**src/rtl/riscv_pkg.sv**
```systemverilog
// -----------------------------------------------------------------------------
// riscv_pkg
// Shared definitions for the instruction fetch front end:
//   - fetch_state_t : fetch sequencer states
//   - width, reset-PC and EBREAK encoding defaults
//   - target_misaligned() : word-alignment check on a fetch target
// -----------------------------------------------------------------------------
package riscv_pkg;

    localparam int          DATA_WIDTH          = 32;
    localparam logic [31:0] RESET_PC_DEFAULT    = 32'h0000_0000;
    localparam logic [31:0] EBREAK_WORD_DEFAULT = 32'h0010_0073;

    typedef enum logic [2:0] {
        IDLE  = 3'd0,
        FETCH = 3'd1,
        WAIT  = 3'd2,
        EXEC  = 3'd3,
        HALT  = 3'd4
    } fetch_state_t;

    // Instructions are 32-bit words, so any set bit in [1:0] is a bad target.
    function automatic logic target_misaligned(input logic [1:0] low_bits);
        return |low_bits;
    endfunction

endpackage

```
**src/rtl/next_pc_sel.sv**
```systemverilog
// -----------------------------------------------------------------------------
// next_pc_sel
// Combinational next-PC selection for the instruction in EXEC.
// Ports:
//   pc, pc_plus4        current PC and its sequential successor
//   imm                 sign-extended immediate (branch / JAL offset)
//   alu_result          datapath ALU output (rs1+imm for JALR)
//   jump, jalr          JAL / JALR decode
//   branch, branch_inv  conditional branch decode, invert sense for BNE
//   eq                  datapath equality flag
//   target              selected next PC
//   misaligned          target is not word aligned
// -----------------------------------------------------------------------------
module next_pc_sel
    import riscv_pkg::*;
#(
    parameter int Data_Width = DATA_WIDTH
) (
    input  logic [Data_Width-1:0] pc,
    input  logic [Data_Width-1:0] pc_plus4,
    input  logic [Data_Width-1:0] imm,
    input  logic [Data_Width-1:0] alu_result,
    input  logic                  jump,
    input  logic                  jalr,
    input  logic                  branch,
    input  logic                  branch_inv,
    input  logic                  eq,
    output logic [Data_Width-1:0] target,
    output logic                  misaligned
);

    // Priority: JALR, then JAL, then taken branch, else fall through.
    always_comb begin
        target = pc_plus4;
        if (jump) begin
            if (jalr) begin
                // JALR clears bit 0 of the computed address.
                target = {alu_result[Data_Width-1:1], 1'b0};
            end else begin
                target = pc + imm;
            end
        end else if (branch && (eq ^ branch_inv)) begin
            target = pc + imm;
        end else begin
            target = pc_plus4;
        end
    end

    assign misaligned = target_misaligned(target[1:0]);

endmodule

```
**src/rtl/pc_fetch_unit.sv**
```systemverilog
// -----------------------------------------------------------------------------
// pc_fetch_unit
// Owns the program counter, fetches one instruction at a time over a
// req/ready/valid memory handshake and presents it to the execute datapath
// with a one-cycle enable. Resolves branches/JAL/JALR from datapath flags.
// Ports:
//   clk, rst            clock, async active-high reset
//   run                 fetch enable (level)
//   imem_req/addr       fetch request and address (addr = pc)
//   imem_ready          memory accepts request
//   imem_valid/rdata    returned instruction
//   instr, instr_valid  latched instruction and one-cycle execute enable
//   pc, newPC           current PC and PC+4 link value
//   branch, branch_inv, jump, jalr, ImmOp, alu_result, eq   resolve inputs
//   halted, fault       in HALT; sticky misaligned-target flag
// -----------------------------------------------------------------------------
module pc_fetch_unit
    import riscv_pkg::*;
#(
    parameter int                  Data_Width  = DATA_WIDTH,
    parameter logic [Data_Width-1:0] RESET_PC    = RESET_PC_DEFAULT,
    parameter logic [Data_Width-1:0] EBREAK_WORD = EBREAK_WORD_DEFAULT
) (
    input  logic                  clk,
    input  logic                  rst,
    input  logic                  run,
    output logic                  imem_req,
    output logic [Data_Width-1:0] imem_addr,
    input  logic                  imem_ready,
    input  logic                  imem_valid,
    input  logic [Data_Width-1:0] imem_rdata,
    output logic [Data_Width-1:0] instr,
    output logic                  instr_valid,
    output logic [Data_Width-1:0] pc,
    output logic [Data_Width-1:0] newPC,
    input  logic                  branch,
    input  logic                  branch_inv,
    input  logic                  jump,
    input  logic                  jalr,
    input  logic [Data_Width-1:0] ImmOp,
    input  logic [Data_Width-1:0] alu_result,
    input  logic                  eq,
    output logic                  halted,
    output logic                  fault
);

    fetch_state_t            state_r;
    fetch_state_t            next_state;
    logic [Data_Width-1:0]   pc_r;
    logic [Data_Width-1:0]   instr_r;
    logic                    req_r;
    logic                    valid_r;
    logic                    halted_r;
    logic                    fault_r;
    logic [Data_Width-1:0]   pc_plus4;
    logic [Data_Width-1:0]   target;
    logic                    target_bad;

    assign pc_plus4 = pc_r + {{(Data_Width-3){1'b0}}, 3'd4};

    next_pc_sel #(.Data_Width(Data_Width)) u_next_pc_sel (
        .pc         (pc_r),
        .pc_plus4   (pc_plus4),
        .imm        (ImmOp),
        .alu_result (alu_result),
        .jump       (jump),
        .jalr       (jalr),
        .branch     (branch),
        .branch_inv (branch_inv),
        .eq         (eq),
        .target     (target),
        .misaligned (target_bad)
    );

    // Fetch sequencer next-state logic.
    always_comb begin
        next_state = state_r;
        case (state_r)
            IDLE: begin
                if (run) next_state = FETCH;
                else     next_state = IDLE;
            end
            FETCH: begin
                // Acceptance wins over a same-cycle drop of run.
                if (imem_ready) next_state = WAIT;
                else if (!run)  next_state = IDLE;
                else            next_state = FETCH;
            end
            WAIT: begin
                if (imem_valid) begin
                    if (imem_rdata == EBREAK_WORD) next_state = HALT;
                    else                           next_state = EXEC;
                end else begin
                    next_state = WAIT;
                end
            end
            EXEC: begin
                if (target_bad) next_state = HALT;
                else if (run)   next_state = FETCH;
                else            next_state = IDLE;
            end
            HALT:    next_state = HALT;
            default: next_state = IDLE;
        endcase
    end

    // State register and registered state-decoded outputs.
    always_ff @(posedge clk or posedge rst) begin
        if (rst) begin
            state_r  <= IDLE;
            req_r    <= 1'b0;
            valid_r  <= 1'b0;
            halted_r <= 1'b0;
        end else begin
            state_r  <= next_state;
            req_r    <= (next_state == FETCH);
            valid_r  <= (next_state == EXEC);
            halted_r <= (next_state == HALT);
        end
    end

    // Instruction latch; only a response during WAIT is taken.
    always_ff @(posedge clk or posedge rst) begin
        if (rst) begin
            instr_r <= {Data_Width{1'b0}};
        end else if ((state_r == WAIT) && imem_valid) begin
            instr_r <= imem_rdata;
        end
    end

    // PC update at the end of EXEC; a bad target freezes pc and sets fault.
    always_ff @(posedge clk or posedge rst) begin
        if (rst) begin
            pc_r    <= RESET_PC;
            fault_r <= 1'b0;
        end else if (state_r == EXEC) begin
            if (target_bad) fault_r <= 1'b1;
            else            pc_r    <= target;
        end
    end

    assign imem_req    = req_r;
    assign imem_addr   = pc_r;
    assign instr       = instr_r;
    assign instr_valid = valid_r;
    assign pc          = pc_r;
    assign newPC       = pc_plus4;
    assign halted      = halted_r;
    assign fault       = fault_r;

endmodule

```
**config.mk**
```make
export PLATFORM = sky130hd
export DESIGN_NAME = pc_fetch_unit
export DESIGN_NICKNAME = d
export VERILOG_FILES = /design/src/rtl/riscv_pkg.sv /design/src/rtl/next_pc_sel.sv /design/src/rtl/pc_fetch_unit.sv
export SDC_FILE = /design/constraint.sdc
export NUM_CORES = 1
export LEC_CHECK = 0
export ABC_AREA = 1
export CAP_MARGIN = 10
export CORE_UTILIZATION = 52
export DETAILED_ROUTE_END_ITERATION = 10
export PLACE_DENSITY = 0.95
export SYNTH_ARGS = -nofsm -noshare
export SYNTH_HDL_FRONTEND = slang
export SYNTH_HIERARCHICAL = 1
export SYNTH_SLANG_ARGS = --single-unit
```
**constraint.sdc**
```tcl
create_clock -name clk -period 3.4 [get_ports clk]
set_input_delay 0.51 -clock clk [delete_from_list [all_inputs] [get_ports clk]]
set_output_delay 0.51 -clock clk [all_outputs]
set_load 0.02 [all_outputs]
```
==> results.md, run 1 <==
- Status: complete, no violations
- CTS buffer count: 9
- Mean Syn Cell Area: 5.776 sq um
- Ratio of cells with drive above 1 in the final layout: 4.500%
- Number of setup buffers added after CTS: 0
- Post-Syn Nets: 1430
- Post-CTS resize count: 0
- #FFs+latches synth: 71
- Worst setup SP type: flop
- Max-capacitance violation count: 0
- Worst Tran Pin Value: 0.7677 ns
- Die Y: 121.8 microns
- Syn Std Cell Area: 7457 sq um
- Initial DRC count: 1040
- Die W: 121.8 microns
- Clk Latency, worst-skew pair: 0.33 ns
- Max-slew headroom: 48.74%
- Final Skew: 0.004865 ns
- Crit-path max FO: 6
- Endpoint class of the critical path: primary output
- Initial Utilization: 53.52%
- Worst EP arrival: 2.75 ns
- Fmax: 0.3071 GHz
- Final hold vios: 0
- Antenna fix cells: 0
- WL final: 26.37 mm
- Top Ports: 238
- First-pass GRT wire length: 40.16 mm
- Final net count: 1624
- Overall power: 9414 uW
- Root buffer cell: clkbuf_16
- Worst min path class: flop to flop
- Die Area: 14820 sq um
- Area grow syn2layout: 34.33%
- All-layer global routing usage: 35.68%
- Seq/Total Area, Yosys: 23.83%
- Final min period: 3.256 ns
- Core Box Area: 13930 sq um
- Routed length per instance: 15.80 microns
- Critical Path RT: 2.89 ns
- Period utilization: 95.76%
- WS Path Type: flop to primary output
- Pre-CTS setup slack: 0.4128 ns
- PD cells: 939.8 nW/um^2
- Unique masters post-synth: 36
- Post-synth ARST share: 100.0%
- Grt ovf: 0
- # rows: 43
- Clock Sinks: 71
- Vias per inst: 5.327
- Max rail drop VDD: 0.0005601 V
- Initial antenna violation count: 0
- H-tree Lvls: 3
- Most common flop cell mapped by yosys: dfrtp_1
- Vias post-DR: 8890
- Hold slack: 0.4670 ns
- RSZ-0062 raised after global routing: no
- Largest net degree at the start of global routing: 57
- Vias in the first global route: 7877
- Pre-antenna DRT Iters: 8
- Final setup fails: 0
- Bufs on Longest Clock Path: 2
- EDFF count, synth: 0
- Yosys Warn Count: 6
- Max-slew violations: 0
- CTS Hold Bufs: 0
- DRT antenna net count: 0
- Routability Congestion: 0.9472
- Detailed placer's ending HPWL: 20.99 mm
- # port buffers: 236
- Gate Count Post-Synth: 1291
- Fin util: 71.89%
- Min setup slack post-route: 0.1441 ns
- CTS tree: built
- Setup Total Neg Slack: 0 ns
- CTS clk-pin slew, worst paths: 0.05 ns
- P_leak: 0.005125 uW
- DRC: 0
-- where the power goes --
part,internal (uW),switching [uW]
registers,1230,645
logic,2620,3930
clock network,655,341
-- cells by family after synthesis --
family          count (synthesis)  share of synthesized area (%)
buf+inv                       236                          14.58
simple gates                  813                          44.56
fa+ha+maj                      33                          5.638
compound gates                106                          7.634
xor+xnor                       32                          3.758
flops                          71                          23.83
-- synth_stat cells, types with 3 or more instances --
cell      count  share of area, %
nand2_2       8              0.67
xnor2_1       4              0.47
nand4_1       9              0.75
buf_6         6              0.91
nor3_1       12              0.81
nor3_2        4              0.54
inv_1       164               8.3
dfrtp_1      71                24
clkbuf_1      9              0.45
nand2_1     501                25
nor2_4        3              0.45
buf_2        10              0.67
nor2_1      183               9.2
o21bai_1      3              0.30
a21oi_1      22               1.5
o21ai_0      47               3.2
xor2_1       28               3.3
a21o_1        4              0.40
o22ai_1       7              0.59
nand3_1      75               5.0
inv_2         7              0.35
buf_4        37               3.7
nor2_2        8              0.67
o21ai_1      20               1.3
ha_1         32               5.4
nand3_2       7              0.94
-- per-layer routing --
metal	GRT usage [%]	vias up	part of all wire, %
li1	-	4334	-
met1	47.36	4016	41
met2	57.73	500	45
met3	8.146	40	11
met4	10.26	0	2.2
met5	0	-	0
-- through the flow --
| stage | cell area, sq um | std cells |
|---|---|---|
| 2_1_floorplan | 7457 | 1291 |
| 5_1_grt | 10020 | 1669 |
| 3_5_place_dp | 9701 | 1654 |
| 6_report | 10020 | 1669 |
| 4_1_cts | 10010 | 1669 |
| 3_3_place_gp | 9701 | 1654 |
-- final timing paths --
path                               from            end  slack (ns)  cells after the start
hold reg to reg                   fault          fault        0.47                      2
setup / recovery           imem_addr[3]      newPC[18]        0.14                      7
setup reg to reg           imem_addr[0]     state_r[0]        0.90                     10
hold / removal                    fault          fault        0.47                      2
min in group asynchronous           rst  imem_addr[29]        0.64                      2
max in group asynchronous           rst      instr[20]        2.02                      3
-- cell usage in the layout (no fill, tap or decap), types with 2 or more instances in the layout --
master / count
nand3_1: 75
o22ai_1: 7
nor2_4: 3
xnor2_1: 4
buf_4: 10
a21oi_1: 22
xor2_1: 28
dfrtp_1: 70
nor3_1: 12
nand3_2: 7
a21o_1: 4
inv_1: 163
nor3_2: 4
nor2_1: 182
nand2_2: 8
bufinv_16: 2
clkbuf_16: 9
nor2_2: 9
clkdlybuf4s50_1: 236
nand2_1: 501
o21ai_0: 47
o21ai_1: 20
o21bai_1: 3
nand4_1: 9
ha_1: 31
clkinv_2: 2
inv_2: 8
-- sequential cells by signal, summed over array words and instances (netlist names) --
name and count:
instr 32, imem_addr 32, imem_req 1, halted 1, instr_valid 1, fault 1, state_r 3
-- worst max-delay path, stage by stage (launching register included) --
cell and delay (ns):
dfrtp_1 0.48, ha_2 0.34, nand3_2 0.17, inv_1 0.15, nand2_1 0.14, nor2_1 0.17
xor2_1 0.27, clkdlybuf4s50_1 0.69
-- cell type report --
type	count	area (sq um)
inverters	172	645.6
multi-input cells	984	4598
clock buffers	11	242.7
well taps	180	225.2
flip-flops and latches	71	1778
fillers	1202	3918
clock inverters	4	70.07
repair buffers	247	2457
Note: power is estimated with default switching activity, not from simulation.
==> inputs of run 2 (changes only) <==
- CORE_UTILIZATION: 52 -> 45
- CTS_CLUSTER_SIZE: default -> 14
- PLACE_DENSITY: 0.95 -> 0.89
==> run 2 against run 1 <==
Against the previous run: die area grew 15%; first-iteration DRC count is 11% lower; largest power group unchanged; sequential power hardly changed; flip-flop and latch count did not move; total power is 1.8% higher; sequential share of layout area shrank 0.21 points; via count down 0.70%; combinational power grew 0.6%; maximum frequency decreased by 1.4%; critical path depth unchanged.
==> results.md, run 2 (synthesis gave the netlist of run 1 again) <==
- Status: complete, no violations
- First-pass GRT wire length: 39.69 mm (-1.2%)
- Core Box Area: 16060 sq um (+15%)
- Fill cell count: 1472 (+22%)
- Clock Sinks: 71 (unchanged)
- Largest net degree at the start of global routing: 46 (-19%)
- Number of setup buffers added after CTS: 0 (unchanged)
- Top Ports: 238 (unchanged)
- Max-slew headroom: 52.45% (+3.7 points)
- # port buffers: 236 (unchanged)
- Vias per inst: 5.172 (-2.9%)
- Initial DRC count: 922 (-11%)
- Register share of total power: 19.3% (-0.6 points)
- Final std cells w/o fill: 1707 (+2.3%)
- CTS clk-pin slew, worst paths: 0.06 ns (about the same)
- Final min period: 3.301 ns (+0.04474 ns)
- P_leak: 0.005152 uW (+0.54%)
- Worst setup SP type: flop
- Gate power share: 68.6% (-0.9 points)
- Clk pwr share: 12.1% (+1.5 points)
- Crit-path max FO: 6 (unchanged)
- Worst EP arrival: 2.79 ns (+0.04 ns)
- Routed length per instance: 15.37 microns (-2.7%)
- Worst Tran Pin Value: 0.7122 ns (-0.05556 ns)
- Max rail drop VDD: 0.0004422 V (-21%)
- Final hold vios: 0 (unchanged)
- Bufs on Longest Clock Path: 2 (unchanged)
- Root buffer cell: clkbuf_16
- Most common cell after layout, fill and taps aside: nand2_1
- Endpoint class of the critical path: primary output
- PD cells: 946.2 nW/um^2 (+0.68%)
- P_sw: 4942 uW (+0.57%)
- Vias post-DR: 8828 (-0.70%)
- Antenna fix cells: 0 (unchanged)
- All-layer global routing usage: 30.77% (-4.9 points)
- Setup Total Neg Slack: 0 ns (unchanged)
- # rows: 46 (+7.0%)
- RSZ-0062 raised after global routing: no
- DRC: 0 (unchanged)
- Worst min path class: flop to flop
- Final setup fails: 0 (unchanged)
- Ratio of cells with drive above 1 in the final layout: 4.561% (+0.061 points)
- Clk Latency, worst-skew pair: 0.34 ns (about the same)
- Critical Path RT: 2.89 ns (about the same)
- Fmax: 0.3030 GHz (-1.4%)
- Int Power: 4642 uW (+3.2%)
- WL final: 26.24 mm (-0.49%)
- Initial Utilization: 46.44% (-7.1 points)
- Die Y: 130.7 microns (+7.4%)
- CTS Hold Bufs: 0 (unchanged)
- Vias in the first global route: 7959 (+1.0%)
- Final net count: 1625 (+0.062%)
- H-tree Lvls: 3 (unchanged)
- WS Path Type: flop to primary output
- Detailed placer's ending HPWL: 21.19 mm (+0.97%)
- Fin util: 63.08% (-8.8 points)
- Pre-antenna DRT Iters: 9 (+1)
- Die W: 130.7 microns (+7.4%)
- Final Skew: 0.008133 ns (+0.003267 ns)
- Routability Congestion: 1.014 (+7.1%)
- Switch share: 51.57% (-0.64 points)
- Period utilization: 97.08% (+1.3 points)
- # placed instances: 1691 (+2.2%)
- DRT antenna net count: 0 (unchanged)
- Die Area: 17090 sq um (+15%)
- Initial antenna violation count: 0 (unchanged)
- Max-slew violations: 0 (unchanged)
- CTS buffer count: 9 (unchanged)
- Most frequent cells in the layout: 501 x nand2_1, 236 x clkdlybuf4s50_1, 182 x nor2_1
- Max-capacitance violation count: 0 (unchanged)
- CTS tree: built
- Area grow syn2layout: 35.84%
- Grt ovf: 0 (unchanged)
-- run 2: cell types whose count changed in the layout (fill, tap and decap cells not counted), sizes merged --
cell | before | now
buf | 11 | 12
bufinv | 2 | 4
clkinvlp | 0 | 1
clkbuf | 11 | 10
clkinv | 3 | 2
-- run 2: area by class of cell --
type	instances	area (sq um)	share of cell area, %
clock buffers	10	229.0	2.260
multi-input cells	984	4598	45.39
inverters	172	645.6	6.374
clock inverters	6	132.6	1.309
flip-flops and latches	71	1777	17.54
well taps	216	270.3	2.668
repair buffers	248	2477	24.46
-- run 2: metrics by stage --
step                hold slack (ns)  worst slack [ns]  instance area (sq um)  power [uW]
floorplan                    0.5421             1.093                   7457        5816
global placement             0.4480            0.4615                   9766        8174
detailed placement           0.4551            0.4252                   9766        8262
CTS                          0.4683           0.08267                  10130        9483
global route                 0.4916          0.004580                  10130       10230
finish                       0.4630           0.09941                  10130        9584
-- run 2: path summary, 6_finish.rpt --
path	startpoint	end	cells past startpoint	slack (ns)
setup / recovery	imem_addr[3]	newPC[18]	7	0.1
hold / removal	fault	fault	2	0.46
setup reg to reg	imem_addr[0]	imem_addr[29]	9	0.80
hold reg to reg	fault	fault	2	0.46
max in group asynchronous	rst	imem_addr[9]	3	2.12
min in group asynchronous	rst	instr[18]	2	0.62
-- run 2: power groups by stage --
| stage | Clock [uW] | Combinational [uW] | Sequential, uW |
|---|---|---|---|
| floorplan | 0 | 3720 | 2090 |
| detailed placement | 0 | 6440 | 1830 |
| global placement | 0 | 6350 | 1820 |
| finish | 1160 | 6580 | 1850 |
| CTS | 1180 | 6480 | 1830 |
| global route | 1220 | 7110 | 1900 |
-- run 2: critical path, stage by stage, from the launching register on --
cell             delay (ns)
dfrtp_1                0.49
ha_2                   0.34
nand3_2                0.18
inv_1                  0.15
nand2_1                0.13
nor2_1                 0.17
xor2_1                 0.31
clkdlybuf4s50_1        0.67
-- run 2: per-layer routing --
metal	track usage [%]	vias to the layer above	wire length [microns]
met2	50.11	491	11790
met4	14.13	0	944
met1	39.15	3942	10820
li1	-	4328	-
met3	6.352	67	2688
met5	0	-	0
-- run 2: repair_timing --
item / CTS / global route
resized for setup: 0 / 1
hold endpoints to repair: 0 / 0
setup endpoints to repair: 0 / 1
==> inputs of run 3 (changes only) <==
- SLEW_MARGIN: default -> 0
==> results of run 3 <==
Same layout as run 2: the final DEF is identical, and so are final timing and power.
